$ cat src/rtl/vga_output_stage.sv
// 640x480@60 raster generator and output register stage: counters, sync/blank
// generation, control delay to match the colour pipeline, and blanked RGB to the DAC.
module vga_output_stage #(
  parameter int H_ACTIVE   = 640,
  parameter int H_FP       = 16,
  parameter int H_SYNC     = 96,
  parameter int H_BP       = 48,
  parameter int V_ACTIVE   = 480,
  parameter int V_FP       = 10,
  parameter int V_SYNC     = 2,
  parameter int V_BP       = 33,
  parameter int PIPE_DELAY = 1
) (
  input  logic        CLK,
  input  logic        RESETn,
  input  logic [7:0]  m_mVGA_R,
  input  logic [7:0]  m_mVGA_G,
  input  logic [7:0]  m_mVGA_B,
  output logic [10:0] pixelX,
  output logic [10:0] pixelY,
  output logic        startOfFrame,
  output logic [7:0]  VGA_R,
  output logic [7:0]  VGA_G,
  output logic [7:0]  VGA_B,
  output logic        VGA_HS,
  output logic        VGA_VS,
  output logic        VGA_BLANK_N,
  output logic        VGA_SYNC_N
);

  typedef struct packed {
    logic hs_n;
    logic vs_n;
    logic active;
  } ctrl_t;

  localparam ctrl_t CTRL_IDLE = '{hs_n: 1'b1, vs_n: 1'b1, active: 1'b0};

  localparam int          H_TOTAL      = H_ACTIVE + H_FP + H_SYNC + H_BP;
  localparam int          V_TOTAL      = V_ACTIVE + V_FP + V_SYNC + V_BP;
  localparam logic [10:0] H_LAST       = 11'(H_TOTAL - 1);
  localparam logic [10:0] V_LAST       = 11'(V_TOTAL - 1);
  localparam logic [10:0] H_VIS        = 11'(H_ACTIVE);
  localparam logic [10:0] V_VIS        = 11'(V_ACTIVE);
  localparam logic [10:0] H_SYNC_START = 11'(H_ACTIVE + H_FP);
  localparam logic [10:0] H_SYNC_END   = 11'(H_ACTIVE + H_FP + H_SYNC);
  localparam logic [10:0] V_SYNC_START = 11'(V_ACTIVE + V_FP);
  localparam logic [10:0] V_SYNC_END   = 11'(V_ACTIVE + V_FP + V_SYNC);

  logic [10:0] h_cnt_q, h_cnt_d;
  logic [10:0] v_cnt_q, v_cnt_d;
  ctrl_t       ctrl_raw, ctrl_dly;
  ctrl_t       out_ctrl_q, out_ctrl_d;
  logic [23:0] rgb_q, rgb_d;

  // NOTE: every always_comb output gets a default first so no path can infer a latch.
  always_comb begin
    h_cnt_d = h_cnt_q + 11'd1;
    v_cnt_d = v_cnt_q;
    if (h_cnt_q == H_LAST) begin
      h_cnt_d = '0;
      v_cnt_d = (v_cnt_q == V_LAST) ? '0 : v_cnt_q + 11'd1;
    end
  end

  // NOTE: sequential state uses non-blocking assignments so all flops update together.
  always_ff @(posedge CLK or negedge RESETn) begin
    if (!RESETn) begin
      h_cnt_q <= '0;
      v_cnt_q <= '0;
    end else begin
      h_cnt_q <= h_cnt_d;
      v_cnt_q <= v_cnt_d;
    end
  end

  always_comb begin
    ctrl_raw        = CTRL_IDLE;
    ctrl_raw.active = (h_cnt_q < H_VIS) && (v_cnt_q < V_VIS);
    ctrl_raw.hs_n   = !((h_cnt_q >= H_SYNC_START) && (h_cnt_q < H_SYNC_END));
    ctrl_raw.vs_n   = !((v_cnt_q >= V_SYNC_START) && (v_cnt_q < V_SYNC_END));
  end

  // Controls are delayed to arrive alongside the colour the multiplexer computes.
  if (PIPE_DELAY == 0) begin : g_no_delay
    assign ctrl_dly = ctrl_raw;
  end else begin : g_delay
    ctrl_t pipe_q [PIPE_DELAY];
    ctrl_t pipe_d [PIPE_DELAY];

    always_comb begin
      pipe_d[0] = ctrl_raw;
      for (int i = 1; i < PIPE_DELAY; i++) pipe_d[i] = pipe_q[i-1];
    end

    // NOTE: this shift register is reset (unlike a datapath memory) because it carries
    // sync/blank; stale stages would emit bogus sync pulses right after reset.
    always_ff @(posedge CLK or negedge RESETn) begin
      if (!RESETn) begin
        for (int i = 0; i < PIPE_DELAY; i++) pipe_q[i] <= CTRL_IDLE;
      end else begin
        for (int i = 0; i < PIPE_DELAY; i++) pipe_q[i] <= pipe_d[i];
      end
    end

    assign ctrl_dly = pipe_q[PIPE_DELAY-1];
  end

  always_comb begin
    out_ctrl_d = ctrl_dly;
    rgb_d      = ctrl_dly.active ? {m_mVGA_R, m_mVGA_G, m_mVGA_B} : 24'h0;
  end

  always_ff @(posedge CLK or negedge RESETn) begin
    if (!RESETn) begin
      out_ctrl_q <= CTRL_IDLE;
      rgb_q      <= '0;
    end else begin
      out_ctrl_q <= out_ctrl_d;
      rgb_q      <= rgb_d;
    end
  end

  assign pixelX       = h_cnt_q;
  assign pixelY       = v_cnt_q;
  assign startOfFrame = (h_cnt_q == 11'd0) && (v_cnt_q == 11'd0);
  assign VGA_R        = rgb_q[23:16];
  assign VGA_G        = rgb_q[15:8];
  assign VGA_B        = rgb_q[7:0];
  assign VGA_HS       = out_ctrl_q.hs_n;
  assign VGA_VS       = out_ctrl_q.vs_n;
  assign VGA_BLANK_N  = out_ctrl_q.active;
  assign VGA_SYNC_N   = 1'b0;

endmodule

$ cat config.mk
export PLATFORM = sky130hd
export DESIGN_NAME = vga_output_stage
export DESIGN_NICKNAME = d
export VERILOG_FILES = /design/src/rtl/vga_output_stage.sv
export SDC_FILE = /design/constraint.sdc
export NUM_CORES = 1
export LEC_CHECK = 0
export BUFFER_PORTS_ARGS = -buffer_cell sky130_fd_sc_hd__buf_2
export CORE_ASPECT_RATIO = 1.25
export CORE_MARGIN = 2
export CORE_UTILIZATION = 30
export DETAILED_ROUTE_END_ITERATION = 10
export GPL_TIMING_DRIVEN = 0
export SYNTH_ARGS = -nofsm -noshare
export SYNTH_HDL_FRONTEND = slang
export SYNTH_SLANG_ARGS = --single-unit
export TNS_END_PERCENT = 20
$ cat constraint.sdc
create_clock -name CLK -period 2.6 [get_ports CLK]
set_input_delay 0.26 -clock CLK [delete_from_list [all_inputs] [get_ports CLK]]
set_output_delay 0.26 -clock CLK [all_outputs]
set_load 0.02 [all_outputs]
* After elaboration in Yosys (flattened, before gate mapping)
Cells that the tools add are included.
** Storage, ports and cells
- Flip-flop bits (word level) :: 52
- Word-level logic and storage cells :: 30
** Cells by class
- Reduce and logical (&&, ||, !) cells :: 8
- $lt $le $gt $ge :: 6
- Add/sub/neg operators :: 2
- Eq/ne operators :: 2
- Multiplexer cells :: 3
** Operator list (count)
- $mux 24 :: 1
- $add 11x1->11 const B :: 2
- $eq 11x10->1 const B :: 2
- $logic_not 11->1 :: 2
- $lt 11x10->1 const B :: 2
- $lt 11x9->1 const B :: 2
- $mux 11 :: 2
- $ge 11x10->1 const B :: 1
- $ge 11x9->1 const B :: 1
- $logic_and 1x1->1 :: 4
- $logic_not 1->1 :: 2

* Longest topological paths before layout
Gate-level depths: netlist of the first run.
- Word-level depth :: 3
- Depth in mapped cells :: 6
- Mapped depth without buffers :: 6

* Worst setup path before layout of the first run
OpenSTA, ideal clock, no wires.
- Path type :: flip-flop to flip-flop
- Start :: register h_cnt_q[4] (netlist: pixelX[4])
- End :: register v_cnt_q[10] (netlist: pixelY[10])
- Stages on the path, launching flop included :: 6
- Arrival time :: 2040 ps
- Required time :: 2472 ps
- Clock period less this slack :: 2168 ps
- Library setup time :: 128 ps
- Path buffers :: 1
- Path slack :: 432 ps
- Cells stage by stage :: dfrtp_1 or3b_1 or4_1 buf_2 nor3_2 mux2_1
** Between the ends
- Word-level cells in the longest chain between the ends :: 1
** Ends and longest elaborated chain
- from (decl) :: RTL line 50 : logic [10:0] h_cnt_q, h_cnt_d;
- from (signal assigned) :: RTL line 72 : h_cnt_q <= h_cnt_d;
- $eq 11x10->1 :: RTL line 60 : if (h_cnt_q == H_LAST) begin
- to (signal assigned) :: RTL line 73 : v_cnt_q <= v_cnt_d;
- to (decl) :: RTL line 51 : logic [10:0] v_cnt_q, v_cnt_d;
Every way passes these cells.
A chain may end at the register's enable or synchronous reset.

* Worst setup path in the final report of the first run
- Start :: register h_cnt_q[6] (netlist: pixelX[6])
- End :: register v_cnt_q[10] (netlist: pixelY[10])
Same word-level chain as after synthesis.

==> run_results.csv, run 1 <==
group,metric,value,unit
clocking,clk_pin_slew,90,ps
die,die_area,0.007871,mm²
pwr,power_per_cell_area,500.4,mW/mm²
sta,fin_crit,2203,ps
grt,grt-ovfl-total,0,
grt,grt_pass1_wl,7376,µm
layout,area_growth_syn_to_layout,26.45,%
sta,worst_pin_slew,1125,ps
detailed_routing,drt_iter0_drc,32,
grt,grt_pass1_vias,1556,
worst_setup_path,cp-start-kind,"flop",
yosys,synth_area_leaders,"dfrtp_1, and2_1, dfstp_2",
clocking,cts_hold_buf,0,
grt,grt_usage,0.1176,
yosys,synthCells,188,
yosys,yosysWarnings,0,
clocking,cts_buffers,5,
sta,setup_tns,0,ps
die,core,0.006977,mm²
worst_setup_path,r2r_setup_slack,400,ps
clocking,cts_tree,"yes",
die,io_pins,77,
detailed_routing,drt-total-wl,4524,µm
worst_setup_path,cp.arrival,2390,ps
sta,rsz0062_at_grt,"no",
die,fp.dieW,79.76,µm
worst_setup_path,path_class,"reg -> reg",
clocking,ctsResizeCount,0,
detailed_routing,vias_per_cell,4.548,
clocking,post_cts_buffers,0,
clocking,cts_root_buf,"clkbuf_8",
clocking,clockBufferDepth,2,
die,start_util,0.3085,
layout,diodes,0,
yosys,ys_types,40,
pwr,max-vdd-ir-drop,177.2,µV
worst_setup_path,crit_path_end_kind,"flop",
place,dp.cells,353,
place,port_buffers,75,
pwr,p_leak,1.320,nW
hold_path,hp-class,"in -> reg",
detailed_routing,drc_errors,0,
yosys,avgSynthCellArea,11.45,µm²
clocking,clkSinkCount,52,
sta,fin_crit_sh,0.8475,
sta,setup_viol,0,
layout,most-common-layout-cells,"buf_2, dfrtp_1, and2_1",
detailed_routing,ant_nets,0,
yosys,ys_ff_latch,52,
layout,layout.nets,300,
layout,finalNonFillerCells,361,
detailed_routing,avgRoutedWirePerCell,12.53,µm
sta,final-hold-violation-count,0,
worst_setup_path,cp.required,2790,ps
sta,relSlewSlack,0.2499,
yosys,synth_area,0.002152,mm²
die,dieHeight,98.70,µm
detailed_routing,dr.max_layer_used,"met4",
detailed_routing,vias,1642,
detailed_routing,firstDrtPassIters,4,
yosys,synth_top_area_share,0.5581,
worst_setup_path,critPathMaxFanout,7,
place,gp_congestion,0.7938,
layout,drive_above_1_share,0.3358,
detailed_routing,wl_met3,327,µm
die,fp-row-count,34,
run,drv_cap,0,
clocking,htree_levels,2,
sta,drv_slew,0,
clocking,clk-insertion-delay-late,300,ps
layout,final_common_cell,"buf_2",
detailed_routing,wl_met2,2179,µm
yosys,synth-seq-area-share,0.6070,
place,hpwl,3272,µm
sta,fmax,0.4538,GHz
yosys,yosys.area.top_type,"dfrtp_1",
outcome,status,"finished clean",
grt,grt_max_degree,53,
yosys,syn_nets,218,
grt,antenna_found_initial,0,
sta,fin_worst_skew,9.111,ps
detailed_routing,m1WireLength,1966,µm
[worst max-delay path, stage by stage, from the launching register on]
cell,delay [ps]
dfrtp_1,470
or3b_1,420
or4_1,510
buf_2,180
nor3_2,190
mux2_1,330
[synth_stat cells]
cell type and n:
or4_1 1, mux2_1 1, o21a_1 1, nor4b_1 2, nor4bb_1 1, nor3_2 1, nor2_1 10, or2_2 2
or3b_1 1, buf_4 1, nor2b_1 2, dfstp_2 4, a21o_1 2, o21ai_0 9, nand3b_1 1, and4b_1 1
a21oi_1 2, xnor2_1 4, mux2i_1 1, nor4b_2 1, and3_1 8, ha_1 4, inv_1 6, o22ai_1 1
nand2_1 8, a31oi_1 1, a22o_1 1, dfrtp_1 48, and2_1 26, conb_1 1, or3_1 3, and4_1 1
nor3_1 3, buf_2 1, clkbuf_1 5, nand4_1 5, nand3_1 7, o31ai_1 3, xor2_1 4, nor4_1 4
[power by group]
part / leakage [nW] / internal, mW / total [mW] / switching, mW
registers: 0.632 / 0.827 / 0.830 / 0.00366
clock network: 0.0422 / 0.190 / 0.439 / 0.250
logic: 0.646 / 0.0363 / 0.0922 / 0.0559
[through the flow]
stage	cell area [µm²]	hold slack, ps	util	worst slack [ps]	total power [mW]
6_report	2721	169.0	0.3901	396.6	1.362
5_1_grt	2721	159.2	0.3901	190.8	1.426
4_1_cts	2721	157.1	0.3901	388.4	1.389
3_5_place_dp	2640	348.4	0.3784	406.9	0.9417
3_3_place_gp	2640	347.2	0.3784	425.2	0.9407
2_1_floorplan	2152	-35.59	-	432.5	0.8884
[state kept, by name, summed over array words and instances (netlist names)]
register,flops
VGA_HS,1
VGA_VS,1
VGA_BLANK_N,1
pixelX,11
rgb_q,24
ctrl_dly,3
pixelY,11
[cell families (layout without fill, tap and decap cells)]
| group | Yosys count | count (layout) | share of synthesized area |
|---|---|---|---|
| other | 1 | 1 | 0.001743 |
| adders and majority gates | 4 | 4 | 0.02326 |
| DFF | 52 | 52 | 0.6070 |
| xor gates and xnor gates | 8 | 8 | 0.03255 |
| buffers and inverters | 13 | 96 | 0.02500 |
| and+or+nand+nor | 88 | 88 | 0.2442 |
| muxes | 2 | 2 | 0.009884 |
| AOI/OAI and AO/OA | 20 | 20 | 0.05640 |
[worst paths after layout]
check | depth (start not counted) | to | from
max reg2reg | 5 | pixelY[10] | pixelX[6]
max in group asynchronous | 1 | pixelX[10] | RESETn
min | 2 | rgb_q[17] | m_mVGA_R[1]
max | 5 | pixelY[10] | pixelX[6]
min reg2reg | 0 | VGA_HS | ctrl_dly[2]
min in group asynchronous | 1 | rgb_q[19] | RESETn
[routing by layer]
metal  GRT usage  vias to the layer above
li1            -                      806
met1      0.1524                      768
met2      0.1933                       62
met3     0.02747                        6
met4     0.03911                        0
met5           0                        -
[layout make-up]
cell class / count / area, µm²
Fill cell: 726 / 4255
Sequential cell: 52 / 1306
Multi-Input combinational cell: 123 / 792.0
Timing Repair Buffer: 75 / 375.4
Tap cell: 90 / 112.6
Clock buffer: 7 / 76.32
Buffer: 7 / 31.28
Inverter: 6 / 22.52
Clock inverter: 1 / 5.005
Note: power is estimated with default switching activity, not from simulation.
==> run 2: changes to the inputs <==
==> constraint.sdc (replaced) <==
create_clock -name CLK -period 2.1 [get_ports CLK]
set_input_delay 0.21 -clock CLK [delete_from_list [all_inputs] [get_ports CLK]]
set_output_delay 0.21 -clock CLK [all_outputs]
set_load 0.02 [all_outputs]
==> run_results.csv, run 2 (same netlist as run 1, synthesis figures left out) <==
group,metric,value,unit
outcome,status,"finished clean",
pwr,power_per_cell_area,616.9,mW/mm²
worst_setup_path,reg2reg_from,"pixelX[7]",
sta,setup_tns,0,ps
die,core,0.006977,mm²
layout,drive_above_1_share,0.3875,
clocking,clk-insertion-delay-late,300,ps
grt,grt_pass1_vias,1649,
worst_setup_path,path_class,"reg -> reg",
sta,fin_crit,2029,ps
pwr,p_int,1.337,mW
grt,grt_pass1_wl,7672,µm
sta,fin_worst_skew,9.209,ps
die,die_area,0.007871,mm²
worst_setup_path,cp-start-kind,"flop",
sta,final-hold-violation-count,0,
sta,rsz0062_at_grt,"no",
clocking,cts_root_buf,"clkbuf_8",
worst_setup_path,cp.arrival,2220,ps
grt,antenna_found_initial,0,
grt,grt-ovfl-total,0,
sta,setup_viol,0,
layout,fin_util,0.3994,
sta,relSlewSlack,0.2407,
clocking,clkSinkCount,52,
clocking,htree_levels,2,
pwr,pwr-share-comb,0.066,
detailed_routing,avgRoutedWirePerCell,12.90,µm
sta,worst_pin_slew,1139,ps
worst_setup_path,cp.required,2290,ps
sta,fin_hold_ws,122.3,ps
hold_path,hp-class,"in -> reg",
detailed_routing,ant_nets,0,
grt,grt_usage,0.1232,
layout,final_common_cell,"buf_2",
worst_setup_path,critPathMaxFanout,8,
die,dieHeight,98.70,µm
layout,largest_reg_flops,24,
layout,most-common-layout-cells,"buf_2, dfrtp_1, and2_1",
detailed_routing,firstDrtPassIters,4,
pwr,p_total,1.719,mW
pwr,max-vdd-ir-drop,266.6,µV
sta,drv_slew,0,
clocking,cts_buffers,5,
layout,diodes,0,
worst_setup_path,crit_path_start,"pixelX[7]",
die,fp-row-count,34,
worst_setup_path,crit_path_end_kind,"flop",
clocking,clk_pin_slew,90,ps
sta,fin_crit_sh,0.9660,
detailed_routing,vias,1639,
place,hpwl,3322,µm
die,io_pins,77,
hold_path,hp-start,"m_mVGA_R[3]",
layout,area_growth_syn_to_layout,29.48,%
detailed_routing,drc_errors,0,
pwr,clockPowerShare,0.336,
sta,fmax,0.4929,GHz
die,fp.dieW,79.76,µm
detailed_routing,drt_iter0_drc,23,
clocking,clockBufferDepth,2,
pwr,p_seq_frac,0.598,
die,start_util,0.3085,
pwr,p_leak,1.338,nW
detailed_routing,vias_per_cell,4.540,
layout,layout.nets,300,
detailed_routing,drt-total-wl,4658,µm
pwr,net-switching-power,0.3823,mW
place,port_buffers,75,
place,gp_congestion,0.7831,
grt,grt_max_degree,53,
layout,top_register,"rgb_q",
clocking,cts_tree,"yes",
pwr,p_sw_frac,0.2224,
run,drv_cap,0,
run 2: metal layers:
metal,global-route usage,wire length (µm),vias to the layer above,share of wire
li1,-,-,805,-
met1,0.1513,1937,765,0.42
met2,0.2081,2353,63,0.51
met3,0.02930,305,6,0.065
met4,0.04694,63,0,0.014
met5,0,0,-,0
run 2: final timing paths:
kind	slack, ps	to	depth (start not counted)
hold / removal	120	rgb_q[19]	2
setup reg to reg	70	pixelY[10]	6
max in group asynchronous	1210	pixelX[0]	1
hold reg to reg	360	VGA_VS	0
setup / recovery	70	pixelY[10]	6
min in group asynchronous	140	rgb_q[10]	1
run 2: cell type report:
cell class	count	area [µm²]
Buffer	6	45.04
Clock buffer	7	86.33
Clock inverter	1	7.507
Fill cell	731	4190
Inverter	6	22.52
Multi-Input combinational cell	123	815.8
Sequential cell	52	1314
Tap cell	90	112.6
Timing Repair Buffer	76	382.9
run 2: power by group through the flow:
stage | combinational [mW] | clock, mW | sequential, mW
floorplan | 0.0185 | 0 | 1.08
global placement | 0.116 | 0 | 1.05
detailed placement | 0.117 | 0 | 1.05
CTS | 0.117 | 0.613 | 1.03
global route | 0.127 | 0.650 | 1.03
finish | 0.114 | 0.577 | 1.03
run 2: worst max-delay path: stages, from the launching register on:
cell and delay [ps]:
dfrtp_2 410, clkbuf_8 150, or2_4 240, or4_4 530
buf_6 150, nor3_2 100, mux2_1 330
run 2: repair_timing:
action,in CTS,in global routing
hold buffers,0,0
cloned,0,0
gates resized for setup,4,6
pin swaps,1,1
buffers inserted,0,1
setup endpoints to repair,7,10
run 2: per-stage QoR:
step / instance area, µm² / instances / setup WS, ps
6_report: 2786 / 361 / 71.31
5_1_grt: 2786 / 361 / 5.512
4_1_cts: 2769 / 361 / 0.8613
3_5_place_dp: 2661 / 353 / -59.45
3_3_place_gp: 2661 / 353 / -95.79
2_1_floorplan: 2173 / 188 / 1.879
